--- src/rtl/edge_threshold_framer.sv ---
// Pixel framer: 2-entry skid buffer with frame position tracking and tlast/frame-done generation.
// Optional binarisation against a per-frame latched threshold when EDGE_THRESHOLD_EN is defined.
module edge_threshold_framer #(
    parameter int IMG_WIDTH  = 512,
    parameter int IMG_HEIGHT = 512
) (
    input  logic       axi_clk,
    input  logic       axi_rst,
    input  logic       i_data_valid,
    input  logic [7:0] i_data,
    output logic       o_data_ready,
    input  logic [7:0] i_threshold,
    output logic       o_data_valid,
    output logic [7:0] o_data,
    output logic       o_data_last,
    input  logic       i_data_ready,
    output logic       o_frame_done
);

    localparam logic [11:0] COL_MAX = 12'(IMG_WIDTH - 1);
    localparam logic [11:0] ROW_MAX = 12'(IMG_HEIGHT - 1);

    typedef enum logic [1:0] {
        S_IDLE,
        S_ACTIVE,
        S_DONE
    } state_t;

    state_t      state_q, state_d;
    logic [7:0]  ent0_data_q, ent0_data_d;
    logic        ent0_last_q, ent0_last_d;
    logic [7:0]  ent1_data_q, ent1_data_d;
    logic        ent1_last_q, ent1_last_d;
    logic [1:0]  count_q, count_d;
    logic        ready_q, ready_d;
    logic [11:0] col_q, col_d;
    logic [11:0] row_q, row_d;

    logic        push, pop, first_px, last_px;
    logic [7:0]  new_data;

    assign push     = i_data_valid & ready_q;
    assign pop      = (count_q != 2'd0) & i_data_ready;
    assign first_px = (col_q == 12'd0) && (row_q == 12'd0);
    assign last_px  = (col_q == COL_MAX) && (row_q == ROW_MAX);

`ifdef EDGE_THRESHOLD_EN
    logic [7:0] thr_q, thr_d, thr_eff;

    // The first pixel of a frame is compared against the value being latched on that edge.
    assign thr_eff  = first_px ? i_threshold : thr_q;
    assign new_data = (i_data >= thr_eff) ? 8'hFF : 8'h00;

    always_comb begin
        thr_d = thr_q;
        if (push && first_px) begin
            thr_d = i_threshold;
        end
    end

    always_ff @(posedge axi_clk or negedge axi_rst) begin
        if (!axi_rst) begin
            thr_q <= 8'd0;
        end else begin
            thr_q <= thr_d;
        end
    end
`else
    logic unused_thr;
    assign unused_thr = ^i_threshold;
    assign new_data   = i_data;
`endif

    always_comb begin
        col_d = col_q;
        row_d = row_q;
        if (push) begin
            if (col_q == COL_MAX) begin
                col_d = 12'd0;
                row_d = (row_q == ROW_MAX) ? 12'd0 : row_q + 12'd1;
            end else begin
                col_d = col_q + 12'd1;
            end
        end
    end

    // Entry 0 is always the head and drives the output directly.
    always_comb begin
        ent0_data_d = ent0_data_q;
        ent0_last_d = ent0_last_q;
        ent1_data_d = ent1_data_q;
        ent1_last_d = ent1_last_q;
        count_d     = count_q;
        case ({push, pop})
            2'b10: begin
                if (count_q == 2'd0) begin
                    ent0_data_d = new_data;
                    ent0_last_d = last_px;
                end else begin
                    ent1_data_d = new_data;
                    ent1_last_d = last_px;
                end
                count_d = count_q + 2'd1;
            end
            2'b01: begin
                ent0_data_d = ent1_data_q;
                ent0_last_d = ent1_last_q;
                count_d     = count_q - 2'd1;
            end
            2'b11: begin
                if (count_q == 2'd1) begin
                    ent0_data_d = new_data;
                    ent0_last_d = last_px;
                end else begin
                    ent0_data_d = ent1_data_q;
                    ent0_last_d = ent1_last_q;
                    ent1_data_d = new_data;
                    ent1_last_d = last_px;
                end
            end
            default: ;
        endcase
        ready_d = (count_d != 2'd2);
    end

    always_comb begin
        state_d = state_q;
        if (pop && ent0_last_q) begin
            state_d = S_DONE;
        end else begin
            case (state_q)
                S_IDLE:   if (push) state_d = S_ACTIVE;
                S_ACTIVE: state_d = S_ACTIVE;
                S_DONE:   state_d = push ? S_ACTIVE : S_IDLE;
                default:  state_d = S_IDLE;
            endcase
        end
    end

    always_ff @(posedge axi_clk or negedge axi_rst) begin
        if (!axi_rst) begin
            state_q     <= S_IDLE;
            ent0_data_q <= 8'd0;
            ent0_last_q <= 1'b0;
            ent1_data_q <= 8'd0;
            ent1_last_q <= 1'b0;
            count_q     <= 2'd0;
            ready_q     <= 1'b0;
            col_q       <= 12'd0;
            row_q       <= 12'd0;
        end else begin
            state_q     <= state_d;
            ent0_data_q <= ent0_data_d;
            ent0_last_q <= ent0_last_d;
            ent1_data_q <= ent1_data_d;
            ent1_last_q <= ent1_last_d;
            count_q     <= count_d;
            ready_q     <= ready_d;
            col_q       <= col_d;
            row_q       <= row_d;
        end
    end

    assign o_data_ready = ready_q;
    assign o_data_valid = (count_q != 2'd0);
    assign o_data       = ent0_data_q;
    assign o_data_last  = ent0_last_q;
    assign o_frame_done = (state_q == S_DONE);

endmodule

--- config.mk ---
export PLATFORM = sky130hd
export DESIGN_NAME = edge_threshold_framer
export DESIGN_NICKNAME = d
export VERILOG_FILES = /design/src/rtl/edge_threshold_framer.sv
export SDC_FILE = /design/constraint.sdc
export NUM_CORES = 1
export LEC_CHECK = 0
export ABC_CLOCK_PERIOD_IN_PS = 5020
export BUFFER_PORTS_ARGS = -buffer_cell sky130_fd_sc_hd__buf_4
export CORE_MARGIN = 2
export CORE_UTILIZATION = 25
export CTS_CLUSTER_DIAMETER = 40
export DETAILED_ROUTE_END_ITERATION = 8
export PLACE_DENSITY = 0.44
export SYNTH_ARGS = -nofsm -noshare
export SYNTH_HDL_FRONTEND = slang
export SYNTH_SLANG_ARGS = --single-unit
--- constraint.sdc ---
create_clock -name axi_clk -period 5.02 [get_ports axi_clk]
set_input_delay 0 -clock axi_clk [delete_from_list [all_inputs] [get_ports axi_clk]]
set_output_delay 0 -clock axi_clk [all_outputs]
set_load 0.02 [all_outputs]
After elaboration in Yosys (flattened, before gate mapping) --
Cells that the tools add are included.
Word-level totals: register bits 47, input bits 20, output and inout port bits 12, word-level logic and storage cells 57
Operators by class: add/subtract/negate cells 4, eq/ne operators 13, multiplexer cells 19, bitwise logic cells 2, reduce and logical (&&, ||, !) cells 10
Operators by type and width (count):
- 8-bit 2-to-1 mux | 4
- 12-bit by 1-bit adder with 12-bit output (second input constant) | 2
- 12-bit by 9-bit == test with 1-bit output (second input constant) | 2
- 12-bit 2-to-1 mux | 2
- 8-bit case mux with 3 select lines | 1
- 8-bit case mux with 2 select lines | 1
- 2-bit != test (second input constant) | 4
- 2-bit by 1-bit == test with 1-bit output (second input constant) | 3
- 2-bit == test (second input constant) | 3
- 2-bit case mux with 3 select lines | 1
- 1-bit 2-to-1 mux | 5
- 2-bit zero test | 2
- 2-bit 2-to-1 mux | 2
- 2-bit case mux with 2 select lines | 1
- 2-bit AND reduction | 2
- 2-bit nonzero test | 2
- 3-bit != test (second input constant) | 1
- 1-bit case mux with 3 select lines | 1
- 3-bit AND reduction | 1
- 3-bit nonzero test | 1
- 2-bit by 1-bit adder with 2-bit output (second input constant) | 1
- 1-bit AND | 2
- 1-bit logical AND | 2
- 1-bit case mux with 2 select lines | 1
- 2-bit by 1-bit subtractor with 2-bit output (second input constant) | 1

Depth between registers and ports, before layout --
depth after elaboration 5, mapped depth 10, mapped depth without buffers 8

Worst setup path after synthesis --
No wires, ideal clock.
kind register -> register, from register count_q[0], to register ent1_data_q[0], library setup time 0.125 ns, arrival time 2.127 ns, required time 4.895 ns, path slack 2.768 ns, stages on the path, launching flop included 9, buffers on the path 1, clock period less this slack 2.252 ns, cells stage by stage dfrtp_1 > inv_1 > ha_1 > nor2b_1 > clkbuf_1 > inv_1 > ha_1 > o211ai_1 > mux2_2
On the way: word-level cells in the longest chain between the ends 5, elaborated cells on any way between the ends 11, classes of those cells eq/ne (5); mux (1); bitwise (1); reduce/logical (4)
Ends and longest elaborated chain:
- start, declared | line 34 | logic [1:0] count_q, count_d;
- start signal, assigned | line 157 | count_q <= count_d;
- 2-bit nonzero test | line 43 | assign pop = (count_q != 2'd0) & i_data_ready;
- 1-bit AND | line 43
- 2-bit == test | line 94 | case ({push, pop})
- 2-bit != test (no source line) or 2-bit nonzero test (tied branches)
- 3-bit AND reduction (no source line)
- end signal, assigned | line 155 | ent1_data_q <= ent1_data_d;
- end, declared | line 32 | logic [7:0] ent1_data_q, ent1_data_d;
Parallel ways exist; a longest one is shown, timed or not. A chain may end at the register's enable or synchronous reset.

Worst setup path after layout --
from register count_q[0], to register ent1_data_q[5]
Same word-level chain as after synthesis.

==> run metrics <==
detailed-route via count=1,616; Initial Utilization=between 20% and 30%; antenna cells=0; DIE AREA=0.00974 mm²; Crit path arrival time=approximately 2800 ps; slew margin rel.=36.6%; Yosys warnings=0; leak pwr=between 1 and 1.5 nW; FF+latch count, synth=47; fin crit share=52.7%; Max Slew Vio Count=0; Slew @ Worst Pin=between 900 and 1000 ps; syn_nets=around 240; clk_skew=approximately 14 ps; CP Max Fanout=9; outcome=finished, final reports clean; area delta synth->final=22.4%; # DRC=0; Wirelength per Cell=12.7 µm; pwr dens=roughly 460 mW/mm²; # fillers=slightly below 900; Detailed Route Iter0 Violations=70; time the worst path needs with I/O delays and setup=between 2000 and 3000 ps; Top FF cell, synth=dfrtp_1; total negative slack=0 ps; MaxCap Viol Count=0; initial antenna violation count=0; ANT nets after route=0; RSZ-0062 raised after global routing=false; DR pass1 iterations=4; Worst Setup End Kind=register; buffers added on ports=23; Die H=approximately 99 µm; CTS tree=built; Post-DP HPWL=a little over 3 mm; CTS buffer count=5; Final nets=270; number of flops mapped to enable cells by yosys=0; io pins=32; Clock Root Buffer=clkbuf_8; CP Launch Type=register; Worst-path clk slew=about 90 ps; worst min path class=input port to register; sequential-to-total area share from yosys stat=a little over half; Max H-tree Level=2; Syn Area/Cell=around 11 µm²; cell accounting for the most synthesized area=dfrtp_1; async set-reset flop share out of synthesis=between 90% and 100%; number of global-route vias before repair=between 1,500 and 2,000; fraction of layout instances using a drive strength above 1=between 20 and 25%; largest cells by area after synthesis=dfrtp_1 (52%), mux2_2 (6.0%), nand2_1 (4.7%), ha_1 (3.9%), o21ai_0 (3.6%); gr usage total=between 9 and 10%; f_max=378 MHz; WP data required=between 5000 and 6000 ps; synth unique cells=41; final setup violation count=0; Setup CP Type=register to register; final WL=between 4 and 5 mm; die width=approximately 100 µm; vias per cell=between 4 and 5; Core Rows=34; gr ovfl total=0; GPL Wtd Cong=slightly below 0.7; CTS Sinks=47; core area=slightly below 0.009 mm²; Synth top area share=52.5%; maximum VDD drop=roughly 0.24 mV; final hold vios=0; largest net degree at the start of global routing=48; Clk Latency, worst-skew pair=~300 ps; Cell Area, Synth=between 0.002 and 0.0025 mm²; first-pass GRT wire length=approximately 7.9 mm; Gate Count Post-Synth=between 200 and 250; post-layout util=31.5%; clock buffer depth=2
[cells in the final DEF, fill, tap and decap left out, types with 2 or more instances in the layout]
cell	count
and3_1	4
buf_4	25
o21ai_0	16
xor2_1	6
inv_1	7
a21oi_1	3
a22o_1	2
nor2b_1	4
nand4_1	8
a22oi_1	8
and2_1	2
ha_1	7
clkbuf_8	5
nor2_1	8
nand3_1	9
dfrtp_1	47
xnor2_1	6
a2bb2oi_1	2
dlygate4sd3_1	9
nor3_1	2
mux2_2	12
mux2i_1	2
nand2_1	28
[repair_timing]
action | in CTS | in global routing
hold buffers | 9 | 0
endpoints found under the setup margin | 0 | 0
hold endpoints to repair | 57 | 0
resized for setup | 0 | 0
setup buffers | 0 | 0
[final cells by class]
cell class,count,area (µm²),area share [%]
clock buffers,5,68.8,2.51
clock inverters,3,46.3,1.69
inverters,7,26.3,0.957
multi-input cells,148,1010,37.0
flip-flops and latches,47,1180,42.8
well taps,108,135,4.92
repair buffers,34,278,10.1
[cells in the mapped netlist (all sizes together) (2+ instances only)]
master,n
dfrtp,47
nand2,29
o21ai,16
mux2,12
nand3,9
a22oi,8
nand4,8
nor2,8
ha,7
inv,7
xnor2,6
xor2,6
and3,5
clkbuf,4
nor2b,4
a21oi,3
a22o,3
nor4,3
a2bb2oi,2
and2,2
buf,2
mux2i,2
nor3,2
or3,2
[critical path, cell delays in order (launching register included)]
cell,delay [ps]
dfrtp_1,400
inv_1,60
ha_1,240
nor2b_1,350
inv_1,90
ha_1,230
o211ai_1,760
mux2_2,410
[logic make-up (layout without fill, tap and decap cells)]
kind of cell / count (synthesis) / after routing / synth area share (%)
AOI/OAI and AO/OA: 37 / 37 / 10.7
xor gates and xnor gates: 12 / 12 / 4.69
muxes: 14 / 14 / 6.92
buffers and inverters: 13 / 49 / 2.57
DFF: 47 / 47 / 52.5
adders and majority gates: 7 / 7 / 3.91
and+or+nand+nor: 78 / 78 / 18.8
[routing by layer]
layer / up-vias / global-route usage [%] / wire, µm
met5: - / 0 / 0
li1: 809 / - / -
met1: 779 / 12.4 / 2070
met4: 0 / 3.16 / 31
met2: 26 / 16.5 / 2150
met3: 2 / 3.19 / 230
[stage by stage]
stage / instance area [µm²] / hold WS [ps] / setup slack [ps] / power [mW] / instances
6_report: 2750 / 112 / 2380 / 1.27 / 352
4_1_cts: 2750 / 110 / 2270 / 1.29 / 352
3_3_place_gp: 2540 / 71.0 / 2310 / 0.986 / 335
5_1_grt: 2750 / 117 / 2070 / 1.36 / 352
3_5_place_dp: 2540 / 65.1 / 2290 / 0.989 / 335
2_1_floorplan: 2240 / -296 / 2770 / 0.836 / 208
[registers in the layout (all words and copies together), names as in the netlist]
name	cells
col_q	12
count_q	2
ent1_data_q	8
ent1_last_q	1
o_data	8
o_data_last	1
o_data_ready	1
row_q	12
state_q	2
[path summary, 6_finish.rpt]
| kind | from | cells past startpoint | slack (ps) | to |
|---|---|---|---|---|
| max | count_q[0] | 7 | 2380 | ent1_data_q[5] |
| min reg2reg | row_q[8] | 1 | 480 | row_q[8] |
| max in group asynchronous | axi_rst | 2 | 4350 | col_q[9] |
| max reg2reg | count_q[0] | 7 | 2380 | ent1_data_q[5] |
| min | i_data_valid | 4 | 110 | col_q[1] |
| min in group asynchronous | axi_rst | 2 | 240 | ent1_data_q[4] |
[power by group]
group | leakage (nW) | internal, mW | switching, mW
Sequential | 0.590 | 0.479 | 0.0690
Clock | 0.0548 | 0.150 | 0.136
Combinational | 0.594 | 0.191 | 0.240
Total | 1.24 | 0.821 | 0.445
Note: power is estimated with default switching activity, not from simulation.
